<file path="config.mk">
export PLATFORM = sky130hd
export DESIGN_NAME = pkt_slot_manager_flat
export DESIGN_NICKNAME = d
export VERILOG_FILES = /design/src/rtl/pkt_slot_manager_pkg.sv /design/src/rtl/pkt_slot_manager_if.sv /design/src/rtl/pkt_slot_manager_rr_arb2.sv /design/src/rtl/pkt_slot_manager.sv /design/src/flat_wrapper.sv
export SDC_FILE = /design/constraint.sdc
export NUM_CORES = 1
export LEC_CHECK = 0
export CAP_MARGIN = 25
export CORE_MARGIN = 8
export CORE_UTILIZATION = 35
export CTS_CLUSTER_SIZE = 24
export DETAILED_ROUTE_END_ITERATION = 7
export HOLD_SLACK_MARGIN = 0.15
export PLACE_DENSITY = 0.56
export SLEW_MARGIN = 20
export SYNTH_ARGS = -nofsm -noshare
export SYNTH_HDL_FRONTEND = slang
export SYNTH_SLANG_ARGS = --single-unit
</file>
<file path="constraint.sdc">
create_clock -name clk -period 3.61 [get_ports clk]
set_input_delay 0.5415 -clock clk [delete_from_list [all_inputs] [get_ports clk]]
set_output_delay 0.5415 -clock clk [all_outputs]
set_load 0.01 [all_outputs]
</file>
<file path="src/rtl/pkt_slot_manager_pkg.sv">
// pkt_slot_manager_pkg
// Shared defaults and state encoding for the packet-buffer slot manager.
// No ports; imported by pkt_slot_manager and its testbench.
package pkt_slot_manager_pkg;

  localparam int          SLOT_NUM_DEF  = 16;
  localparam int          SLOT_W_DEF    = 4;
  localparam int          AGE_W_DEF     = 16;
  localparam int unsigned AGE_LIMIT_DEF = 50000;

  typedef enum logic {
    ST_INIT = 1'b0,
    ST_RUN  = 1'b1
  } state_e;

endpackage

</file>
<file path="src/rtl/pkt_slot_manager_if.sv">
// pkt_slot_manager_if
// Handshake bundle between the slot manager and its clients.
//   alloc_req/alloc_grant/alloc_slot        : store-engine allocation
//   free_valid_t/free_slot_t/free_ready_t   : transmit recycle release
//   free_valid_a/free_slot_a/free_ready_a   : aging/discard release
//   age_tick/age_exp_valid/age_exp_slot/age_exp_ack : aging time base and expiry reports
// master = client side, slave = slot manager.
interface pkt_slot_manager_if #(
  parameter int SLOT_W = 4
);
  logic              alloc_req;
  logic              alloc_grant;
  logic [SLOT_W-1:0] alloc_slot;

  logic              free_valid_t;
  logic [SLOT_W-1:0] free_slot_t;
  logic              free_ready_t;

  logic              free_valid_a;
  logic [SLOT_W-1:0] free_slot_a;
  logic              free_ready_a;

  logic              age_tick;
  logic              age_exp_valid;
  logic [SLOT_W-1:0] age_exp_slot;
  logic              age_exp_ack;

  modport master (
    output alloc_req, free_valid_t, free_slot_t, free_valid_a, free_slot_a,
           age_tick, age_exp_ack,
    input  alloc_grant, alloc_slot, free_ready_t, free_ready_a,
           age_exp_valid, age_exp_slot
  );

  modport slave (
    input  alloc_req, free_valid_t, free_slot_t, free_valid_a, free_slot_a,
           age_tick, age_exp_ack,
    output alloc_grant, alloc_slot, free_ready_t, free_ready_a,
           age_exp_valid, age_exp_slot
  );
endinterface

</file>
<file path="src/rtl/pkt_slot_manager_rr_arb2.sv">
// rr_arb2
// Two-requester round-robin arbiter with a combinational grant.
//   clk, reset : clock, async active-low reset
//   en         : grants forced low when 0
//   valid[1:0] : requests (bit 0 is favoured after reset)
//   grant[1:0] : one-hot grant; a grant is also the accept, so the
//                pointer moves to the other requester on every grant
module rr_arb2 (
  input  logic       clk,
  input  logic       reset,
  input  logic       en,
  input  logic [1:0] valid,
  output logic [1:0] grant
);

  logic ptr;  // 0 favours requester 0, 1 favours requester 1

  always_comb begin
    grant = 2'b00;
    if (en) begin
      grant[0] = valid[0] & (~valid[1] | ~ptr);
      grant[1] = valid[1] & (~valid[0] |  ptr);
    end
  end

  always_ff @(posedge clk or negedge reset) begin
    if (!reset)        ptr <= 1'b0;
    else if (grant[0]) ptr <= 1'b1;
    else if (grant[1]) ptr <= 1'b0;
  end

endmodule

</file>
<file path="src/rtl/pkt_slot_manager.sv">
// pkt_slot_manager
// Allocates and reclaims payload slots of the packet buffer RAM and ages
// allocated slots.
//   clk, reset      : clock, async active-low reset
//   bus (slave)     : alloc / two release ports / aging handshakes
//   init_done       : free map fully built, manager in RUN
//   free_count      : number of free slots (registered)
//   err_double_free : sticky, a release named an already-free slot
// After reset the free map is filled one bit per cycle (INIT), then the
// manager serves requests (RUN). Grants and expiry reports are registered;
// release readies are combinational from the arbiter.
module pkt_slot_manager
  import pkt_slot_manager_pkg::*;
#(
  parameter int          SLOT_NUM  = SLOT_NUM_DEF,
  parameter int          SLOT_W    = SLOT_W_DEF,
  parameter int          AGE_W     = AGE_W_DEF,
  parameter int unsigned AGE_LIMIT = AGE_LIMIT_DEF
)(
  input  logic                clk,
  input  logic                reset,
  pkt_slot_manager_if.slave   bus,
  output logic                init_done,
  output logic [SLOT_W:0]     free_count,
  output logic                err_double_free
);

  localparam logic [AGE_W-1:0]    AGE_LIM    = AGE_W'(AGE_LIMIT);
  localparam logic [AGE_W-1:0]    AGE_LIM_M1 = AGE_W'(AGE_LIMIT - 1);
  localparam logic [SLOT_W-1:0]   LAST_SLOT  = SLOT_W'(SLOT_NUM - 1);
  localparam logic [SLOT_NUM-1:0] SLOT_ONE   = SLOT_NUM'(1);
  localparam logic [SLOT_W:0]     CNT_ONE    = (SLOT_W+1)'(1);

  // Lowest set bit index; 0 when the vector is empty (callers qualify).
  function automatic logic [SLOT_W-1:0] lsb_idx(input logic [SLOT_NUM-1:0] v);
    lsb_idx = '0;
    for (int i = SLOT_NUM-1; i >= 0; i--)
      if (v[i]) lsb_idx = SLOT_W'(i);
  endfunction

  state_e                       state, state_nxt;
  logic [SLOT_W-1:0]            addr_ini;
  logic [SLOT_NUM-1:0]          free_map, free_map_nxt;
  logic [SLOT_NUM-1:0]          pending, pending_keep, pending_nxt;
  logic [SLOT_NUM-1:0][AGE_W-1:0] age_cnt;
  logic [SLOT_NUM-1:0]          exp_set;

  logic                         run;
  logic [1:0]                   rel_gnt;
  logic                         rel_vld, rel_new, rel_dup;
  logic [SLOT_W-1:0]            rel_slot, gnt_slot;
  logic                         do_grant;
  logic [SLOT_NUM-1:0]          init_oh, gnt_oh, rel_oh, ack_oh;

  // ---------------- FSM ----------------
  always_ff @(posedge clk or negedge reset) begin
    if (!reset) state <= ST_INIT;
    else        state <= state_nxt;
  end

  always_comb begin
    state_nxt = state;
    case (state)
      ST_INIT: if (addr_ini == LAST_SLOT) state_nxt = ST_RUN;
      ST_RUN:  state_nxt = ST_RUN;
      default: state_nxt = ST_INIT;
    endcase
  end

  assign run       = (state == ST_RUN);
  assign init_done = run;

  always_ff @(posedge clk or negedge reset) begin
    if (!reset)      addr_ini <= '0;
    else if (!run)   addr_ini <= addr_ini + SLOT_W'(1);
  end

  // ---------------- release arbitration ----------------
  rr_arb2 u_rel_arb (
    .clk   (clk),
    .reset (reset),
    .en    (run),
    .valid ({bus.free_valid_a, bus.free_valid_t}),
    .grant (rel_gnt)
  );

  assign bus.free_ready_t = rel_gnt[0];
  assign bus.free_ready_a = rel_gnt[1];

  // ---------------- datapath decode ----------------
  always_comb begin
    rel_vld  = |rel_gnt;
    rel_slot = rel_gnt[1] ? bus.free_slot_a : bus.free_slot_t;
    rel_dup  = rel_vld &  free_map[rel_slot];
    rel_new  = rel_vld & ~free_map[rel_slot];

    // Allocation sees the registered (pre-release) map, so a slot released
    // this cycle is only grantable from the next one.
    do_grant = run & bus.alloc_req & (|free_map);
    gnt_slot = lsb_idx(free_map);

    init_oh = run      ? '0 : (SLOT_ONE << addr_ini);
    gnt_oh  = do_grant ? (SLOT_ONE << gnt_slot) : '0;
    rel_oh  = rel_vld  ? (SLOT_ONE << rel_slot) : '0;
    ack_oh  = (bus.age_exp_ack & bus.age_exp_valid) ? (SLOT_ONE << bus.age_exp_slot) : '0;

    free_map_nxt = (free_map & ~gnt_oh) | init_oh | (rel_new ? rel_oh : '0);

    // A release clears the pending bit and beats a same-cycle expiry
    // (exp_set is masked per slot); an ack clears only the reported bit.
    pending_keep = pending & ~(rel_oh | ack_oh);
    pending_nxt  = pending_keep | exp_set;
  end

  // ---------------- per-slot age counters ----------------
  for (genvar i = 0; i < SLOT_NUM; i++) begin : g_age
    logic aging;
    assign aging      = run & bus.age_tick & ~free_map[i];
    // Pending is raised only on the tick that reaches the limit, so a
    // saturated counter does not re-report after an ack.
    assign exp_set[i] = aging & (age_cnt[i] == AGE_LIM_M1) & ~rel_oh[i] & ~gnt_oh[i];

    always_ff @(posedge clk or negedge reset) begin
      if (!reset)                          age_cnt[i] <= '0;
      else if (gnt_oh[i] | rel_oh[i])      age_cnt[i] <= '0;
      else if (aging && age_cnt[i] != AGE_LIM) age_cnt[i] <= age_cnt[i] + AGE_W'(1);
    end
  end

  // ---------------- state registers ----------------
  always_ff @(posedge clk or negedge reset) begin
    if (!reset) begin
      free_map          <= '0;
      pending           <= '0;
      free_count        <= '0;
      err_double_free   <= 1'b0;
      bus.alloc_grant   <= 1'b0;
      bus.alloc_slot    <= '0;
      bus.age_exp_valid <= 1'b0;
      bus.age_exp_slot  <= '0;
    end else begin
      free_map        <= free_map_nxt;
      pending         <= pending_nxt;
      err_double_free <= err_double_free | rel_dup;

      if (!run)                      free_count <= free_count + CNT_ONE;
      else if (rel_new && !do_grant) free_count <= free_count + CNT_ONE;
      else if (!rel_new && do_grant) free_count <= free_count - CNT_ONE;

      bus.alloc_grant <= do_grant;
      if (do_grant) bus.alloc_slot <= gnt_slot;

      // Report from the post-clear view so an acked or released slot is
      // never shown a second time; new expiries appear one cycle after
      // their pending bit.
      bus.age_exp_valid <= |pending_keep;
      bus.age_exp_slot  <= lsb_idx(pending_keep);
    end
  end

endmodule

</file>
<file path="src/flat_wrapper.sv">
// flat-port wrapper written by rule: the top's interface ports become plain ports
module pkt_slot_manager_flat import pkt_slot_manager_pkg::*;
#(
  parameter int          SLOT_NUM  = SLOT_NUM_DEF,
  parameter int          SLOT_W    = SLOT_W_DEF,
  parameter int          AGE_W     = AGE_W_DEF,
  parameter int unsigned AGE_LIMIT = AGE_LIMIT_DEF
)
  (clk, reset, init_done, free_count, err_double_free, bus_alloc_req, bus_free_valid_t, bus_free_slot_t, bus_free_valid_a, bus_free_slot_a, bus_age_tick, bus_age_exp_ack, bus_alloc_grant, bus_alloc_slot, bus_free_ready_t, bus_free_ready_a, bus_age_exp_valid, bus_age_exp_slot);
  pkt_slot_manager_if #(.SLOT_W(SLOT_W)) bus_i ();
  input  logic clk;
  input  logic reset;
  output logic init_done;
  output logic [SLOT_W:0] free_count;
  output logic err_double_free;
  input wire logic [$bits(bus_i.alloc_req)-1:0] bus_alloc_req;
  input wire logic [$bits(bus_i.free_valid_t)-1:0] bus_free_valid_t;
  input wire logic [$bits(bus_i.free_slot_t)-1:0] bus_free_slot_t;
  input wire logic [$bits(bus_i.free_valid_a)-1:0] bus_free_valid_a;
  input wire logic [$bits(bus_i.free_slot_a)-1:0] bus_free_slot_a;
  input wire logic [$bits(bus_i.age_tick)-1:0] bus_age_tick;
  input wire logic [$bits(bus_i.age_exp_ack)-1:0] bus_age_exp_ack;
  output wire logic [$bits(bus_i.alloc_grant)-1:0] bus_alloc_grant;
  output wire logic [$bits(bus_i.alloc_slot)-1:0] bus_alloc_slot;
  output wire logic [$bits(bus_i.free_ready_t)-1:0] bus_free_ready_t;
  output wire logic [$bits(bus_i.free_ready_a)-1:0] bus_free_ready_a;
  output wire logic [$bits(bus_i.age_exp_valid)-1:0] bus_age_exp_valid;
  output wire logic [$bits(bus_i.age_exp_slot)-1:0] bus_age_exp_slot;
  assign bus_i.alloc_req = bus_alloc_req;
  assign bus_i.free_valid_t = bus_free_valid_t;
  assign bus_i.free_slot_t = bus_free_slot_t;
  assign bus_i.free_valid_a = bus_free_valid_a;
  assign bus_i.free_slot_a = bus_free_slot_a;
  assign bus_i.age_tick = bus_age_tick;
  assign bus_i.age_exp_ack = bus_age_exp_ack;
  assign bus_alloc_grant = bus_i.alloc_grant;
  assign bus_alloc_slot = bus_i.alloc_slot;
  assign bus_free_ready_t = bus_i.free_ready_t;
  assign bus_free_ready_a = bus_i.free_ready_a;
  assign bus_age_exp_valid = bus_i.age_exp_valid;
  assign bus_age_exp_slot = bus_i.age_exp_slot;
  pkt_slot_manager #(.SLOT_NUM(SLOT_NUM), .SLOT_W(SLOT_W), .AGE_W(AGE_W), .AGE_LIMIT(AGE_LIMIT)) u_core (.clk(clk), .reset(reset), .bus(bus_i), .init_done(init_done), .free_count(free_count), .err_double_free(err_double_free));
endmodule
</file>
Word-level counts from Yosys, hierarchy flattened
Cells that the tools add are included.
Operators by class
  add/sub/neg operators: 19
  magnitude comparators: 1
  eq/ne operators: 34
  shifts and indexed selects: 4
  muxes and demuxes: 80
  bitwise operators: 152
  reduce and logical (&&, ||, !) cells: 40
Operators by type and width (count)
  $mux W16: 37
  $add A16 B1 Y16 const B: 16
  $eq A16 B16 Y1 const B: 16
  $ne A16 B16 Y1 const B: 16
  $mux W4: 33
  $and A1 B1 Y1: 72
  $or A16 B16 Y16: 4
  $shl A1 B4 Y16 const A: 4
  $not A1 Y1: 53
  $reduce_bool A2 Y1: 17
  $and A16 B16 Y16: 2
  $not A16 Y16: 2
  $reduce_or A16 Y1: 2
  $or A1 B1 Y1: 19
  $logic_and A1 B1 Y1: 18
  $mux W5: 3
  $add A5 B1 Y5 const B: 1
  $lt A4 B5 Y1 const B: 1
  $sub A5 B1 Y5 const B: 1
  $add A4 B1 Y4 const B: 1
  $bmux W1 S4: 1
  $eq A4 B4 Y1 const B: 1
  $mux W1: 4
  $ne A3 B3 Y1 const B: 1
  4 further kinds: 5
Word-level totals
  register bits: 310
  output and inout bits: 19
  logic and storage cells: 357

Depth between registers and ports, before layout
Gate-level depths: netlist of run 1.
  depth in word-level cells: 26
  depth in mapped cells: 16
  mapped depth without buffers: 14

Cells and area by module
From an unflattened synthesis of run 1, not the netlist that was laid out.
Second synthesis, totals
  cell total of the unflattened synthesis: 1795
  area total of the unflattened synthesis: 16708.5 µm²
By module, submodules not included
  pkt_slot_manager: instances 1, cells an instance 1787, area an instance 16647.2 µm², seq. area each 7732.4 µm²
  rr_arb2: instances 1, cells an instance 8, area an instance 61.3 µm², seq. area each 25.0 µm²

Worst setup path after synthesis of run 1
Ideal clock, no wire load.
  kind: input-to-reg
  start point: in bus_free_valid_a
  end point: reg u_core.free_count[3]
  library setup time: 0.127 ns
  arrival: 3.228 ns
  required time: 3.483 ns
  slack: 0.255 ns
  stages: 14
  buffers on the path: 2
  cells stage by stage: and2_1 > clkbuf_1 > and3_1 > nor2_1 > buf_2 > o21ai_0 > o211ai_1 > o211ai_1 > a21boi_0 > ha_1 > or4_1 > nor3_1 > a41oi_1 > xnor2_1
On the way
  word-level cells in the longest chain between the ends: 10
Ends and longest elaborated chain
  start: declaration: RTL line flat_wrapper.sv:19  | input wire logic [$bits(bus_i.free_valid_a)-1:0] bus_free_valid_a;
  $and A1 B1 Y1: RTL line pkt_slot_manager_rr_arb2.sv:22  | grant[1] = valid[1] & (~valid[0] | ptr);
  $mux W2 (*): RTL line pkt_slot_manager_rr_arb2.sv:20  | if (en) begin
  $mux W4: RTL line pkt_slot_manager.sv:93  | rel_slot = rel_gnt[1] ? bus.free_slot_a : bus.free_slot_t;
  $bmux W1 S4: RTL line pkt_slot_manager.sv:95  | rel_new = rel_vld & ~free_map[rel_slot];
  $mux W1 (not written as such): RTL line pkt_slot_manager.sv:95
  $not A1 Y1: RTL line pkt_slot_manager.sv:95
  $and A1 B1 Y1 (*): RTL line pkt_slot_manager.sv:95
  $logic_not A1 Y1 or $logic_and A1 B1 Y1 (tied branches): RTL line pkt_slot_manager.sv:148, pkt_slot_manager.sv:147
  $logic_and A1 B1 Y1 or $mux W5 (tied branches): RTL line pkt_slot_manager.sv:148, pkt_slot_manager.sv:147
  $ne A3 B3 Y1 (no line) or $mux W5 (tied branches)
  end signal: assignment: RTL line pkt_slot_manager.sv:146  | if (!run) free_count <= free_count + CNT_ONE;
  end signal: assignment: RTL line pkt_slot_manager.sv:147  | else if (rel_new && !do_grant) free_count <= free_count + CNT_ONE;
  end signal: assignment: RTL line pkt_slot_manager.sv:148  | else if (!rel_new && do_grant) free_count <= free_count - CNT_ONE;
  end: declaration: RTL line pkt_slot_manager.sv:24  | output logic [SLOT_W:0] free_count,
Every way passes the cells marked *; elsewhere a longest branch is shown, timed or not. The select of a mux whose other input is x is not followed.
A chain may end at the register's enable or synchronous reset.

Worst setup path after layout of run 1
Ends and elaborated chain as after synthesis.

==> results of run 1 <==
-- through the flow --
stage | power (mW) | cell area (um^2)
4_1_cts | 10.4 | 19200
3_3_place_gp | 6.38 | 17900
5_1_grt | 10.8 | 19200
2_1_floorplan | 5.59 | 16500
6_report | 10.2 | 19200
3_5_place_dp | 6.45 | 17900
-- repair_timing --
action	in CTS	in global routing
hold buffers	1	0
setup buffers	0	0
endpoints found under the hold margin	60	0
-- per-layer routing --
metal / GRT usage / share of wire
met1: 0.199 / 0.48
met2: 0.226 / 0.44
met3: 0.0329 / 0.057
met4: 0.0387 / 0.021
met5: 0 / 0
-- critical path, stage by stage --
cell             delay (ns)
clkdlybuf4s50_1        0.43
and2_1                 0.22
a21boi_0               0.30
nor2_1                 0.09
buf_4                  0.18
mux2i_1                0.13
mux2_2                 0.29
o211ai_1               0.21
a21boi_0               0.13
ha_1                   0.30
or4_1                  0.40
nor3_1                 0.15
a41oi_1                0.08
xnor2_1                0.15
-- logic make-up (layout without fill, tap and decap cells) --
kind of cell | after synthesis | count (layout)
XOR/XNOR | 241 | 241
buffers and inverters | 116 | 234
AND/OR/NAND/NOR | 887 | 887
flip-flops | 310 | 310
adder cells (fa/ha/maj) | 41 | 41
multiplexers | 23 | 23
AO/OA/AOI/OAI | 186 | 186
-- flip-flops by register name, indices dropped and copies added, names as in the netlist --
name and flops:
u_core.bus.alloc_grant 1, u_core.err_double_free 1, u_core.addr_ini 4, u_core.bus.age_exp_slot 4, u_core.u_rel_arb.ptr 1, u_core.free_map 16, u_core.bus.alloc_slot 4, u_core.init_done 1
u_core.free_count 5, u_core.pending 16, u_core.age_cnt 256, u_core.bus.age_exp_valid 1
-- cells in the mapped netlist (15+ instances only) --
cell	count
nor2_1	363
dfrtp_1	310
nand2_1	169
xor2_1	131
xnor2_1	110
nand3_1	87
inv_1	74
nand4_1	61
o21ai_0	53
ha_1	41
nor3_1	35
and3_1	33
clkbuf_1	33
a21oi_1	28
o211ai_1	23
mux2i_1	20
nor2b_1	18
o21ai_1	15
-- power by group through the flow --
stage,Clock (mW),Sequential (mW),Combinational [mW]
after floorplan,0,4.21,1.38
after global placement,0,4.33,2.05
after detailed placement,0,4.34,2.11
after CTS,3.96,4.29,2.12
after global routing,4.08,4.34,2.36
final,3.82,4.29,2.10
-- layout make-up --
| class | instances | area share |
|---|---|---|
| Multi-Input combinational cell | 1378 | 0.433 |
| Sequential cell | 310 | 0.404 |
| Clock buffer | 54 | 0.0581 |
| Timing Repair Buffer | 93 | 0.0424 |
| Tap cell | 607 | 0.0396 |
| Inverter | 75 | 0.0147 |
| Clock inverter | 12 | 0.00737 |
-- how the worst min path moves through the flow --
stage | start | slack, ns | endpoint
2_1_floorplan | reset | 0.25 | u_core.addr_ini[0]
3_3_place_gp | u_core.free_count[4] | 0.46 | u_core.free_count[4]
3_5_place_dp | u_core.free_count[4] | 0.46 | u_core.free_count[4]
4_1_cts | u_core.free_count[4] | 0.47 | u_core.free_count[4]
5_1_grt | u_core.free_count[4] | 0.51 | u_core.free_count[4]
6_report | u_core.free_count[4] | 0.47 | u_core.free_count[4]
-- cell usage in the layout, fill, tap and decap left out, drive strengths merged, types with 9 or more instances in the layout --
cell type	count
dfrtp	310
or4	13
nand3	87
nor2b	18
nand2b	11
xnor2	110
nor4	15
a21oi	28
clkdlybuf4s50	32
clkbuf	54
mux2i	20
o41ai	10
nor3	36
and2	12
nand4	61
buf	60
and3	33
ha	41
inv	75
or3	9
o21ai	70
xor2	131
o211ai	23
nand2	169
nor4b	12
nor2	363
and4	13
nor3b	9
==> impl_metrics.yaml, run 1 <==
global_routing:
  grt_overflow: 0
  grt_max_degree: 94
  grtUsageTotal: 0.145
  antenna_found_initial: 0
  grt_pass1_wl_um: 65200
  first_global_vias: 12800
logic_synthesis:
  ys.warnings.count: 0
  syn_nets: 1860
  synth_area_per_cell_um2: 9.15
  ys.flop_type: "dfrtp_1"
  ys_seq_area_frac: 0.470
  synth-simple-area-share: 0.257
  ys_seq_elements: 310
  ys_types: 68
  synth_compound_area_frac: 0.0736
  synthTopCellsByArea: "dfrtp_1 47%, nor2_1 8.3%, xor2_1 6.9%"
  synthAdderAreaFrac: 0.0311
  netlist_area_um2: 16500
  synthMuxAreaShare: 0.0142
  syn_inst: 1804
  synth-xor-area-share: 0.128
  synth_edf_count: 0
  ys_async_sr_fraction: 1.00
  synth_top_family_by_area: "simple AND/OR/NAND/NOR gates"
  synth_top_cell_by_area: "dfrtp_1"
  synth.top_cell.area_share: 0.470
timing:
  setup_tns_ns: 0
  slew_headroom: 0.419
  rsz0062_at_grt: "false"
  max_freq_mhz: 315
  worst_slew_pin_slew_ns: 0.866
  fin_skew_ns: 0.0214
  period_share: 0.880
  maxSlewViolCount: 0
  hold_viol: 0
  setup_ws_ns: 0.432
  setup_viol: 0
  min_period_ns: 3.18
  whs_ns: 0.470
worst_setup_path:
  crit_arrival_ns: 3.61
  required_ns: 4.04
  ff2ff_setup_slack_ns: 0.44
  r2r-end: "u_core.free_count[3]"
  crit_fanout: 7
  crit_type: "in -> reg"
  startpoint: "bus_free_valid_a"
  cp-end-kind: "flop"
  reg2reg_from: "u_core.u_rel_arb.ptr"
  rr_worst_depth: 13
  crit_end: "u_core.free_count[3]"
  critical_path.startpoint_type: "primary input"
die:
  initial_core_util: 0.355
  die_x_um: 233
  rows: 79
  coreArea_um2: 46600
  io_pins: 34
  chipHeight_um: 233
  dieArea_um2: 54400
power:
  p_leak_nw: 8.49
  cellPowerDensity_nw_per_um2: 532
  power_switching_mw: 3.15
  power_frac_seq: 0.420
  swShare: 0.309
  power_frac_comb: 0.206
  internal_power_mw: 7.06
  max-vdd-ir-drop_mv: 0.319
  pwr-share-clk: 0.374
cells_and_area:
  utilization: 0.412
  register_area_um2: 7760
  syn2layout_area_growth_pct: 16.2
  fillers: 4551
  antenna_cells: 0
  nets: 1952
  drive_gt1_frac: 0.0728
  stdcell_count: 2529
  multi_input_area_um2: 8320
route:
  ant_nets: 0
  drt-pass1-iter-count: 5
  routed_wl_um: 39000
  drt-vias-per-instance: 5.09
  vias: 12900
  wl_per_cell_um: 15.4
  drc: 0
  drtIter0Drc: 759
clock_network:
  htree_num_levels: 2
  numCtsBuffers: 38
  clock-root-buffer: "clkbuf_16"
  clkSinkCount: 310
  insertion_delay_ns: 0.55
  clk_pin_slew_ns: 0.06
  cts_tree: "yes"
  cts_buffer_depth: 3
  cts_resized: 0
hold_path:
  holdPathStages: 1
  hp-class: "reg -> reg"
placement:
  io_buffers: 33
  dp_cells: 2462
  place_congestion: 0.896
  dp.final_hpwl_um: 27500
  preCtsSetupSlack_ns: -0.0757
outcome:
  status: "complete, no violations"
run:
  cap_viol_max_count: 0
Note: power is estimated with default switching activity, not from simulation.
==> run 2: changes to the inputs <==
--- a/config.mk
+++ b/config.mk
@@ -6,7 +6,7 @@
 export NUM_CORES = 1
 export LEC_CHECK = 0
 export CAP_MARGIN = 25
-export CORE_MARGIN = 8
+export CORE_MARGIN = 2
 export CORE_UTILIZATION = 35
 export CTS_CLUSTER_SIZE = 24
 export DETAILED_ROUTE_END_ITERATION = 7
==> impl_metrics.yaml, run 2 (synthesis results as in run 1) <==
outcome:
  status: "complete, no violations"
die:
  chipHeight_um: 221
  initial_core_util: 0.355
  io_pins: 34
  rows: 79
  coreArea_um2: 46600
  die_x_um: 221
  dieArea_um2: 48900
global_routing:
  antenna_found_initial: 0
  grtUsageTotal: 0.160
  grt_pass1_wl_um: 65400
  grt_overflow: 0
  grt_max_degree: 113
  first_global_vias: 12700
cells_and_area:
  top_regs: "u_core.age_cnt x256, u_core.free_map x16, u_core.pending x16"
  nets: 1950
  syn2layout_area_growth_pct: 16.4
  largest_reg_flops: 256
  utilization: 0.413
  layout_common_cells: "363 x nor2_1, 310 x dfrtp_1, 169 x nand2_1"
  antenna_cells: 0
  design_area_um2: 19200
  stdcell_count: 2530
  drive_gt1_frac: 0.0749
  mostFrequentLayoutCell: "nor2_1"
  fillers: 4538
  regMostFlops: "u_core.age_cnt"
route:
  drc: 0
  drt-vias-per-instance: 5.12
  drt-pass1-iter-count: 5
  routed_wl_um: 38700
  drtIter0Drc: 1041
  wl_per_cell_um: 15.3
  vias: 12900
  ant_nets: 0
worst_setup_path:
  required_ns: 4.04
  crit_arrival_ns: 3.60
  cp-end-kind: "flop"
  max_stage_delay_ns: 0.40
  critical_path.startpoint_type: "flop"
  path_cells: "nand2b_1, a21boi_0, nor2_1, buf_4, mux2i_1, mux2_2, o221ai_1, a21boi_0, ha_1, or4_1, nor3_1, a41oi_1, xnor2_1"
  crit_type: "reg -> reg"
  cp_common_cell: "a21boi_0"
  worst_path_max_delay_cell: "dfrtp_1"
  crit_fanout: 7
  rr_worst_depth: 13
power:
  max-vdd-ir-drop_mv: 0.471
  p_leak_nw: 8.50
  finalPower_mw: 10.3
  cellPowerDensity_nw_per_um2: 538
hold_path:
  hp-class: "reg -> reg"
  holdPathStages: 1
clock_network:
  numCtsBuffers: 37
  clkSinkCount: 310
  clock-root-buffer: "clkbuf_16"
  htree_num_levels: 2
  insertion_delay_ns: 0.56
  clk_pin_slew_ns: 0.06
  post-cts-setup-buffers: 0
  cts_buffer_depth: 3
  cts_tree: "yes"
timing:
  hold_viol: 0
  max_freq_mhz: 315
  fin_skew_ns: 0.0199
  maxSlewViolCount: 0
  setup_tns_ns: 0
  worst_slew_pin_slew_ns: 0.866
  min_period_ns: 3.17
  rsz0062_at_grt: "false"
  slew_headroom: 0.419
  setup_ws_ns: 0.439
  period_share: 0.878
  setup_viol: 0
  whs_ns: 0.467
placement:
  io_buffers: 33
  dpl_cell_area_um2: 17900
  preCtsSetupSlack_ns: -0.117
  dp_cells: 2461
  dp.final_hpwl_um: 27100
  place_congestion: 0.894
run:
  cap_viol_max_count: 0
## run 2: area by class of cell
cell class / instances / area (um^2) / area share
clock buffer: 53 / 1110 / 0.0577
sequential: 310 / 7760 / 0.404
clock inverter: 15 / 195 / 0.0102
tap: 607 / 759 / 0.0395
inverter: 75 / 282 / 0.0146
timing repair buffer: 92 / 806 / 0.0419
multi-input combinational: 1378 / 8320 / 0.433
## run 2: worst max-delay path: cells and delay by family (launching register included)
kind | cells | cell delay (ns)
simple gates | 4 | 0.90
compound gates | 4 | 0.72
mux | 2 | 0.41
flops | 1 | 0.40
fa+ha+maj | 1 | 0.30
buf+inv | 1 | 0.18
xor+xnor | 1 | 0.15
## run 2: power breakdown
| group | switching (mW) | total (mW) | leakage (nW) | internal [mW] |
|---|---|---|---|---|
| clock | 1.53 | 3.96 | 0.639 | 2.44 |
| sequential | 0.447 | 4.29 | 4.20 | 3.85 |
| combinational | 1.23 | 2.08 | 3.67 | 0.851 |
## run 2: metal layers
layer / GRT usage / part of all wire / vias to the layer above
met1: 0.227 / 0.49 / 6296
li1: - / - / 6345
met4: 0.0526 / 0.023 / 0
met5: 0 / 0 / -
met3: 0.0284 / 0.048 / 54
met2: 0.248 / 0.44 / 248
## run 2: final timing paths
check	slack, ns	start	endpoint
worst max-delay path	0.44	u_core.u_rel_arb.ptr	u_core.free_count[3]
worst min-delay path	0.47	u_core.free_count[4]	u_core.free_count[4]
worst max register to register	0.44	u_core.u_rel_arb.ptr	u_core.free_count[3]
worst min register to register	0.47	u_core.free_count[4]	u_core.free_count[4]
max in group asynchronous	2.10	reset	u_core.u_rel_arb.ptr
min in group asynchronous	0.51	reset	u_core.age_cnt[13]
## run 2: repair_timing
item,CTS,global route
resized for setup,0,0
hold buffers,1,0
endpoints found under the hold margin,52,0
==> run 3: changes to the inputs <==
--- a/config.mk
+++ b/config.mk
@@ -5,8 +5,6 @@
 export SDC_FILE = /design/constraint.sdc
 export NUM_CORES = 1
 export LEC_CHECK = 0
-export CAP_MARGIN = 25
-export CORE_MARGIN = 2
 export CORE_UTILIZATION = 35
 export CTS_CLUSTER_SIZE = 24
 export DETAILED_ROUTE_END_ITERATION = 7
==> impl_metrics.yaml, run 3 (synthesis results as in run 1) <==
placement:
  dp.final_hpwl_um: 27300
  place_congestion: 0.900
  io_buffers: 33
global_routing:
  antenna_found_initial: 0
  grt_max_degree: 88
  grt_overflow: 0
  grtUsageTotal: 0.165
  first_global_vias: 12700
  grt_pass1_wl_um: 64400
cells_and_area:
  nets: 1952
  largest_reg_flops: 256
  regMostFlops: "u_core.age_cnt"
  layout_common_cells: "363 x nor2_1, 310 x dfrtp_1, 169 x nand2_1"
  syn2layout_area_growth_pct: 15.8
  fillers: 4552
  top_regs: "u_core.age_cnt x256, u_core.free_map x16, u_core.pending x16"
  utilization: 0.411
  antenna_cells: 0
  mostFrequentLayoutCell: "nor2_1"
  drive_gt1_frac: 0.0708
clock_network:
  clock-root-buffer: "clkbuf_16"
  cts_resized: 0
  cts_tree: "yes"
  cts_buffer_depth: 3
  clk_pin_slew_ns: 0.05
  htree_num_levels: 2
  clkSinkCount: 310
  numCtsBuffers: 37
  insertion_delay_ns: 0.54
timing:
  rsz0062_at_grt: "false"
  worst_slew_pin_slew_ns: 0.873
  whs_ns: 0.486
  maxSlewViolCount: 0
  min_period_ns: 3.19
  max_freq_mhz: 313
  hold_viol: 0
  setup_viol: 0
  period_share: 0.884
  fin_skew_ns: 0.0144
  slew_headroom: 0.418
die:
  rows: 79
  chipHeight_um: 219
  dieArea_um2: 48100
  io_pins: 34
  die_x_um: 219
  coreArea_um2: 46600
  initial_core_util: 0.355
worst_setup_path:
  cp_num_buf_inv: 2
  r2r-end: "u_core.free_count[3]"
  ff2ff_setup_slack_ns: 0.42
  reg2reg_from: "u_core.u_rel_arb.ptr"
  max_stage_delay_ns: 0.42
  required_ns: 4.03
  crit_fanout: 9
  rr_worst_depth: 13
  crit_type: "in -> reg"
  cp_top_family: "simple AND/OR/NAND/NOR gates"
  path_cells: "clkdlybuf4s50_1, and2_1, a21boi_0, nor2_1, buf_4, mux2i_1, mux2_2, o221ai_1, a21boi_0, ha_1, or4_1, nor3_1, a41oi_1, xnor2_1"
  crit_arrival_ns: 3.61
  cp-end-kind: "flop"
  critical_path.startpoint_type: "primary input"
  worst_path_max_delay_cell: "clkdlybuf4s50_1"
  cp_common_cell: "a21boi_0"
route:
  ant_nets: 0
  routed_wl_um: 38700
  drc: 0
  drt-vias-per-instance: 5.12
  vias: 13000
  drtIter0Drc: 889
  wl_per_cell_um: 15.3
  drt-pass1-iter-count: 6
power:
  p_leak_nw: 8.46
  max-vdd-ir-drop_mv: 0.480
  cellPowerDensity_nw_per_um2: 524
hold_path:
  min-delay-start: "u_core.free_count[4]"
  hp-class: "reg -> reg"
  worst_hold_path.endpoint: "u_core.free_count[4]"
  holdPathStages: 1
outcome:
  status: "complete, no violations"
run:
  cap_viol_max_count: 0
[run 3: power breakdown]
group	total, mW	leakage (nW)	switching (mW)	internal (mW)
combinational	2.09	3.68	1.24	0.845
clock	3.64	0.584	1.43	2.21
sequential	4.28	4.20	0.437	3.85
[run 3: routing by layer]
metal	track usage	up-vias	share of wire
li1	-	6329	-
met1	0.229	6311	0.48
met2	0.260	261	0.45
met3	0.0295	59	0.052
met4	0.0528	0	0.022
met5	0	-	0
[run 3: stage by stage]
step | cell area [um^2] | total power [mW] | TNS [ns] | setup WS (ns) | instances
2_1_floorplan | 16500 | 5.59 | 0 | 0.255 | 1804
3_3_place_gp | 17900 | 6.36 | -0.0553 | -0.0553 | 2463
3_5_place_dp | 17900 | 6.42 | -0.118 | -0.118 | 2463
4_1_cts | 19100 | 10.1 | 0 | 0.419 | 2529
5_1_grt | 19100 | 10.6 | 0 | 0.144 | 2529
6_report | 19100 | 10.0 | 0 | 0.417 | 2529
[run 3: final cells by class]
class / instances / area [um^2] / share of cell area
clock buffers: 60 / 1130 / 0.0593
clock inverters: 5 / 53.8 / 0.00281
inverters: 75 / 282 / 0.0147
multi-input cells: 1378 / 8320 / 0.435
flip-flops and latches: 310 / 7760 / 0.406
well taps: 607 / 759 / 0.0397
repair buffers: 94 / 821 / 0.0429
[run 3: what timing repair did]
| item | in CTS | in global routing |
|---|---|---|
| endpoints found under the hold margin | 80 | 0 |
| hold buffers | 1 | 0 |
| setup buffers | 0 | 0 |
[run 3: how the worst max path moves through the flow]
stage / start / to / slack (ns) / cells past startpoint
floorplan: bus_free_valid_a / u_core.free_count[3] / 0.25 / 14
global placement: bus_free_valid_a / u_core.free_count[3] / -0.06 / 14
detailed placement: bus_free_valid_a / u_core.free_count[3] / -0.12 / 12
CTS: u_core.u_rel_arb.ptr / u_core.free_count[3] / 0.42 / 13
global route: bus_free_valid_a / u_core.free_count[3] / 0.14 / 12
finish: bus_free_valid_a / u_core.free_count[3] / 0.42 / 14
